===== src/rtl/fetch_stage.sv =====
// Instruction-fetch stage: owns the PC, issues one outstanding instruction-memory
// request at a time, parks a returned word while decode is stalled, and drives
// the IF/ID pipeline register. Branch redirects from execute use an epoch tag so
// that a response belonging to a squashed request is recognised and dropped.
module fetch_stage #(
  parameter logic [31:0] RESET_PC  = 32'h0000_0000,
  parameter logic [31:0] NOP_INSTR = 32'h0000_0013
) (
  input  logic        clk,
  input  logic        reset,
  input  logic        pc_write,
  input  logic        fetch_write,
  input  logic        flush,
  input  logic [31:0] flush_target,
  output logic        imem_req_valid,
  input  logic        imem_req_ready,
  output logic [31:0] imem_req_addr,
  input  logic        imem_resp_valid,
  input  logic [31:0] imem_resp_data,
  output logic        if_id_valid,
  output logic [31:0] if_id_pc,
  output logic [31:0] if_id_instruction,
  output logic        fetch_busy
);

  localparam int unsigned XLEN = 32;

  localparam logic [1:0] S_REQ  = 2'd0;
  localparam logic [1:0] S_WAIT = 2'd1;
  localparam logic [1:0] S_FULL = 2'd2;

  logic [1:0]      state, state_d;
  logic [XLEN-1:0] pc, pc_d;
  logic            epoch, epoch_d;
  logic            req_epoch, req_epoch_d;
  logic [XLEN-1:0] hold_buf, hold_buf_d;
  logic            if_id_valid_d;
  logic [XLEN-1:0] if_id_pc_d;
  logic [XLEN-1:0] if_id_instruction_d;

  logic            handshake;
  logic            resp_match;
  logic            deliver;
  logic            deliver_now;
  logic [XLEN-1:0] deliver_word;

  // Request interface and busy flag decode straight from the state register;
  // the request is masked while reset is held so nothing is accepted then.
  assign imem_req_valid = (state == S_REQ) & ~reset;
  assign imem_req_addr  = pc;
  assign fetch_busy     = (state != S_REQ);

  assign handshake  = imem_req_valid & imem_req_ready;
  assign resp_match = imem_resp_valid & (req_epoch == epoch);
  assign deliver    = pc_write & fetch_write & ~flush;

  // Next-state, PC, epoch, holding buffer and IF/ID computation.
  always_comb begin
    state_d             = state;
    pc_d                = pc;
    epoch_d             = epoch;
    req_epoch_d         = req_epoch;
    hold_buf_d          = hold_buf;
    if_id_valid_d       = if_id_valid;
    if_id_pc_d          = if_id_pc;
    if_id_instruction_d = if_id_instruction;
    deliver_now         = 1'b0;
    deliver_word        = NOP_INSTR;

    case (state)
      S_REQ: begin
        if (handshake) begin
          req_epoch_d = epoch;
          state_d     = S_WAIT;
        end
      end
      S_WAIT: begin
        if (imem_resp_valid) begin
          if (!resp_match) begin
            state_d = S_REQ;
          end else if (deliver) begin
            deliver_now  = 1'b1;
            deliver_word = imem_resp_data;
            state_d      = S_REQ;
          end else if (!flush) begin
            hold_buf_d = imem_resp_data;
            state_d    = S_FULL;
          end
        end
      end
      S_FULL: begin
        if (deliver) begin
          deliver_now  = 1'b1;
          deliver_word = hold_buf;
          state_d      = S_REQ;
        end
      end
      default: state_d = S_REQ;
    endcase

    // IF/ID update: new instruction, bubble, or hold under stall.
    if (deliver_now) begin
      if_id_valid_d       = 1'b1;
      if_id_pc_d          = pc;
      if_id_instruction_d = deliver_word;
      pc_d                = pc + XLEN'(4);
    end else if (fetch_write) begin
      if_id_valid_d       = 1'b0;
      if_id_instruction_d = NOP_INSTR;
    end

    // Redirect wins over everything. A request still in flight (or accepted
    // this very cycle) gets a new epoch so its response is recognised as stale;
    // a response landing in the flush cycle itself is simply consumed.
    if (flush) begin
      pc_d                = flush_target & ~XLEN'(3);
      if_id_valid_d       = 1'b0;
      if_id_instruction_d = NOP_INSTR;
      if ((state == S_WAIT && !imem_resp_valid) || (state == S_REQ && handshake)) begin
        epoch_d = ~epoch;
        state_d = S_WAIT;
      end else begin
        state_d = S_REQ;
      end
    end
  end

  // State and pipeline register update with synchronous reset.
  always_ff @(posedge clk) begin
    if (reset) begin
      state             <= S_REQ;
      pc                <= RESET_PC;
      epoch             <= 1'b0;
      req_epoch         <= 1'b0;
      hold_buf          <= NOP_INSTR;
      if_id_valid       <= 1'b0;
      if_id_pc          <= '0;
      if_id_instruction <= NOP_INSTR;
    end else begin
      state             <= state_d;
      pc                <= pc_d;
      epoch             <= epoch_d;
      req_epoch         <= req_epoch_d;
      hold_buf          <= hold_buf_d;
      if_id_valid       <= if_id_valid_d;
      if_id_pc          <= if_id_pc_d;
      if_id_instruction <= if_id_instruction_d;
    end
  end

endmodule


===== config.mk =====
export PLATFORM = sky130hd
export DESIGN_NAME = fetch_stage
export DESIGN_NICKNAME = d
export VERILOG_FILES = /design/src/rtl/fetch_stage.sv
export SDC_FILE = /design/constraint.sdc
export NUM_CORES = 1
export LEC_CHECK = 0
export BUFFER_PORTS_ARGS = -buffer_cell sky130_fd_sc_hd__buf_2
export CORE_ASPECT_RATIO = 0.9
export CORE_MARGIN = 10
export CORE_UTILIZATION = 52
export CTS_CLUSTER_SIZE = 25
export DETAILED_ROUTE_END_ITERATION = 6
export GPL_ROUTABILITY_DRIVEN = 0
export MAX_ROUTING_LAYER = met4
export PLACE_DENSITY = 0.81
export RECOVER_POWER = 50
export SETUP_SLACK_MARGIN = 0.15
export SLEW_MARGIN = 20
export SYNTH_ARGS = -nofsm -noshare
export SYNTH_HDL_FRONTEND = slang
export SYNTH_SLANG_ARGS = --single-unit

===== constraint.sdc =====
create_clock -name clk -period 2.9 [get_ports clk]
set_clock_uncertainty 0.2 [all_clocks]
set_input_delay 0.29 -clock clk [delete_from_list [all_inputs] [get_ports clk]]
set_output_delay 0.29 -clock clk [all_outputs]
set_load 0.05 [all_outputs]

== Word level (Yosys, flattened, before mapping) ==
Cells that the tools add are included.
Storage, ports and cells
  flip-flop bits (word level): 133
  input bits: 71
  output and inout port bits: 99
  logic and storage cells: 61
Operators by class
  add/subtract/negate cells: 1
  equal/unequal tests: 6
  muxes and demuxes: 23
  bitwise gates (word level): 9
  reduce and logical (&&, ||, !) cells: 13
Operator list (number)
  $mux 32: 8
  $pmux 32 s2: 1
  $add 32x3->32 const B: 1
  $mux 2: 6
  $ne 3x3->1 const B: 3
  $mux 1: 6
  $pmux 2 s3: 1
  $reduce_bool 2->1: 3
  $and 1x1->1: 5
  $reduce_and 5->1: 1
  $not 1->1: 4
  $reduce_and 2->1: 2
  $reduce_and 3->1: 1
  $eq 2x1->1 const B: 1
  $eq 2x2->1 const B: 1
  $logic_and 1x1->1: 2
  $logic_not 2->1: 1
  $pmux 1 s2: 1
  $reduce_or 2->1: 1
  $eq 1x1->1: 1
  $logic_not 1->1: 1
  $logic_or 1x1->1: 1

== Longest topological paths before layout ==
  depth after elaboration: 8
  gate-level depth with buffers: 10
  gate-level depth less buffers: 7

== Least setup slack after synthesis ==
Ideal clock, no wire load.
  path type: register to register
  start point: register pc[2], in the netlist imem_req_addr[2]
  end point: register pc[30], in the netlist imem_req_addr[30]
  library setup time: 0.091 ns
  arrival time: 2.417 ns
  required time: 2.609 ns
  setup slack: 0.192 ns
  cell stages (with the launch flop): 9
  clock period less this slack: 2.708 ns
  cell sequence: dfxtp_1 ha_1 nand3_1 nand4bb_2 buf_6 or2_0 clkbuf_2 or4_1 a311oi_1
Between the ends
  cells in the longest elaborated chain, start to end: 3
RTL lines
  start: declaration: line 33  | logic [XLEN-1:0] pc, pc_d;
  start signal: assignment: line 141  | pc <= pc_d;
  $add 32x3->32: line 106  | pc_d = pc + XLEN'(4);
  $mux 32: line 102  | if (deliver_now) begin
  $mux 32: line 115  | if (flush) begin
No other way between the ends. The select of a mux whose other input is x is not followed.
A chain may end at the register's enable or synchronous reset.

== Worst setup path after layout ==
  start point: register state[1]
  end point: register pc[26], in the netlist imem_req_addr[26]
Between the ends
  cells in the longest elaborated chain, start to end: 3
  elaborated cells between the ends (all ways): 4
RTL lines
  start: declaration: line 32  | logic [1:0] state, state_d;
  start signal: assignment: line 140  | state <= state_d;
  $eq 2x2->1 or $eq 2x1->1 (tied branches): line 70  | case (state)
  $pmux 1 s2 *: line 70
  $reduce_bool 2->1 (no line) *
Mark *: on every way between the ends. The rest lies on a longest branch, timed or not.

==> run summary <==
Via density = 5.53
Worst EP arrival = 2.65 ns
Post-Synthesis Cells = 728
clk sinks = 129
final hold viol count = 0
RSZ-0062 raised after global routing = false
DR WL/cell = 16.7 um
CTS root buf = clkbuf_16
Pins Over Slew Limit = 0
Post-CTS Resized = 0
Post-CTS Repair Setup Buffers = 0
number of global-route vias before repair = 5,804
Ant. Diodes = 0
Die ar. = 15,700 sq um
clock-pin slew on the worst setup and hold paths = 0.06 ns
Post-Route Utilization = 70.8%
Hold Buf Count CTS = 58
status = finished, final reports clean
1st-pass router iterations = 6
Worst-Margin Slew = 0.698 ns
CP peak stage delay = 0.50 ns
max_slew headroom = 53.7%
Final ANT Viol Nets = 0
ys flop type = dfxtp_1
Ys Warns = 0
Die Ht = 120 um
worst-case clock buffer depth = 2
1st-iter DRT viols = 438
IO Port Bufs = 163
peak supply drop = 0.473 mV
cts bufs inserted = 17
CTS tree = done
pwr/cell area = 552 nW/um^2
Residual DRC = 0
Initial Util = 53.2%
die width = 131 um
nets = 1,003
DP HPWL = 11,500 um
Core ar. = 10,900 sq um
share of layout cells above drive strength 1 = 13.9%
Min Hold Slack = 0.0203 ns
Setup Crit Path Kind = flip-flop to flip-flop
Async S/R FF share, synth = 0%
# rows = 36
largest net degree at the start of global routing = 46
initial antenna violation count = 0
Syn Std Cell Area = 5780 sq um
Distinct cells, synth = 56
layout overhead on the synthesized area = 33.1%
Overflow after GRT = 0
#FFs+latches synth = 129
Avg Cell Area, Syn = 7.93 sq um
total power = 4.24 mW
Critical path buffers and inverters = 2
Tmin final = 2.51 ns
fin crit share = 86.7%
MaxCap Viol Count = 0
Min-Delay Path Class = input port to flip-flop
LEAKAGE = 2.79 nW
vias post-DR = 6,040
number of synthesized flops with an enable pin = 0
clk_lat worst skew = 0.41 ns
first-pass GRT wire length = 29,000 um
I/O pin count = 170
Post-Route WL = 18,300 um
TNS Setup = 0 ns
Seq/Total Area, Yosys = 44.7%
GRT Overall Usage = 23.3%
htree depth = 4
Crit. End Element = flip-flop
Max Freq = 0.398 GHz
crit-path max FO = 14
Final Setup Violations = 0
critical-path cell list = inv_1, ha_1, and2_0, a21o_1, nand2_1, buf_4, or4_1, a31oi_1
Slowest-stage cell, CP = or4_1
CP required = 3.04 ns
crit path launch type = flip-flop
Largest delay share family, worst path = simple AND/OR/NAND/NOR gates
synthesized netlist by cell type (4+ instances only):
library cell / instances / share of area, %
nand2b_1: 5 / 0.54
o311ai_0: 5 / 0.76
nand2_1: 157 / 10
buf_4: 5 / 0.65
nor2b_1: 30 / 3.2
o21ai_0: 12 / 1.0
xnor2_1: 5 / 0.76
a211oi_1: 6 / 0.78
and3_1: 7 / 0.76
a22o_1: 29 / 4.4
nor4_1: 5 / 0.54
nand3b_1: 4 / 0.52
mux2_2: 4 / 0.78
or4_1: 5 / 0.65
dfxtp_1: 129 / 45
inv_1: 6 / 0.39
a31oi_1: 8 / 0.87
nand3_1: 15 / 1.3
nor3_1: 5 / 0.43
clkbuf_1: 44 / 2.9
nand4_1: 12 / 1.3
and4_1: 5 / 0.76
buf_2: 7 / 0.61
a21oi_1: 108 / 9.4
o211ai_1: 4 / 0.52
ha_1: 5 / 1.1
a22oi_1: 6 / 0.78
xor2_1: 4 / 0.61
nor2_1: 51 / 3.3
final timing paths:
path                     from           endpoint  slack [ns]  depth (start not counted)
max                  state[1]  imem_req_addr[26]        0.39                          8
min          flush_target[24]  imem_req_addr[24]        0.02                          3
max reg2reg          state[1]  imem_req_addr[26]        0.39                          8
min reg2reg      hold_buf[29]       hold_buf[29]        0.26                          2
layout by cell type, fill, tap and decap left out, drive strengths merged, types with 15 or more instances in the layout:
cell / count
a21oi: 108
a22o: 29
buf: 84
clkbuf: 113
dfxtp: 129
dlygate4sd3: 58
nand2: 157
nand3: 15
nor2: 51
nor2b: 30
kinds of logic after synthesis:
logic type                 Yosys count  synth area share, %
AOI/OAI and AO/OA                  196                 21.2
xor gates and xnor gates             9                 1.36
adders and majority gates            5                 1.08
buffers and inverters               67                 5.00
DFF                                129                 44.7
muxes                                4                0.780
other                                1               0.0649
and+or+nand+nor                    317                 25.8
where the power goes:
part / internal [mW] / total (mW) / switching [mW]
Combinational: 0.165 / 0.453 / 0.288
Sequential: 1.81 / 1.86 / 0.0518
Clock: 1.10 / 1.93 / 0.833
sequential cells by signal, indices dropped and copies added (netlist names):
signal	count
epoch	1
req_epoch	1
imem_req_addr	30
hold_buf	32
if_id_instruction	32
if_id_valid	1
if_id_pc	30
state	2
tightest hold or removal path: cells and delay by family:
family,cells,cell delay (ns)
AOI/OAI and AO/OA,2,0.22
buffers and inverters,1,0.08
per-layer routing:
layer  wire length (um)  up-vias  global-route usage, %
met5                  0        -                      -
met4                369        0                   10.2
met3               1320       34                   5.06
met2               8780      275                   36.7
met1               7820     2793                   28.1
li1                   -     2938                      -
layout make-up:
cell class                 instances  area, sq um
clock inverter                    15          111
tap                              152          190
multi-input combinational        535         2920
sequential                       129         2580
clock buffer                      17          425
timing repair buffer             238         1430
fill                             868         3170
inverter                           6         22.5
per-stage QoR:
step	std cells	cell area [sq um]	setup slack [ns]
final	1092	7680	0.386
after global routing	1092	7680	0.227
after floorplan	731	5790	0.192
after global placement	1002	6690	0.495
after detailed placement	1002	6690	0.442
after CTS	1092	7810	0.440
Power figures use the tool's default switching activity.
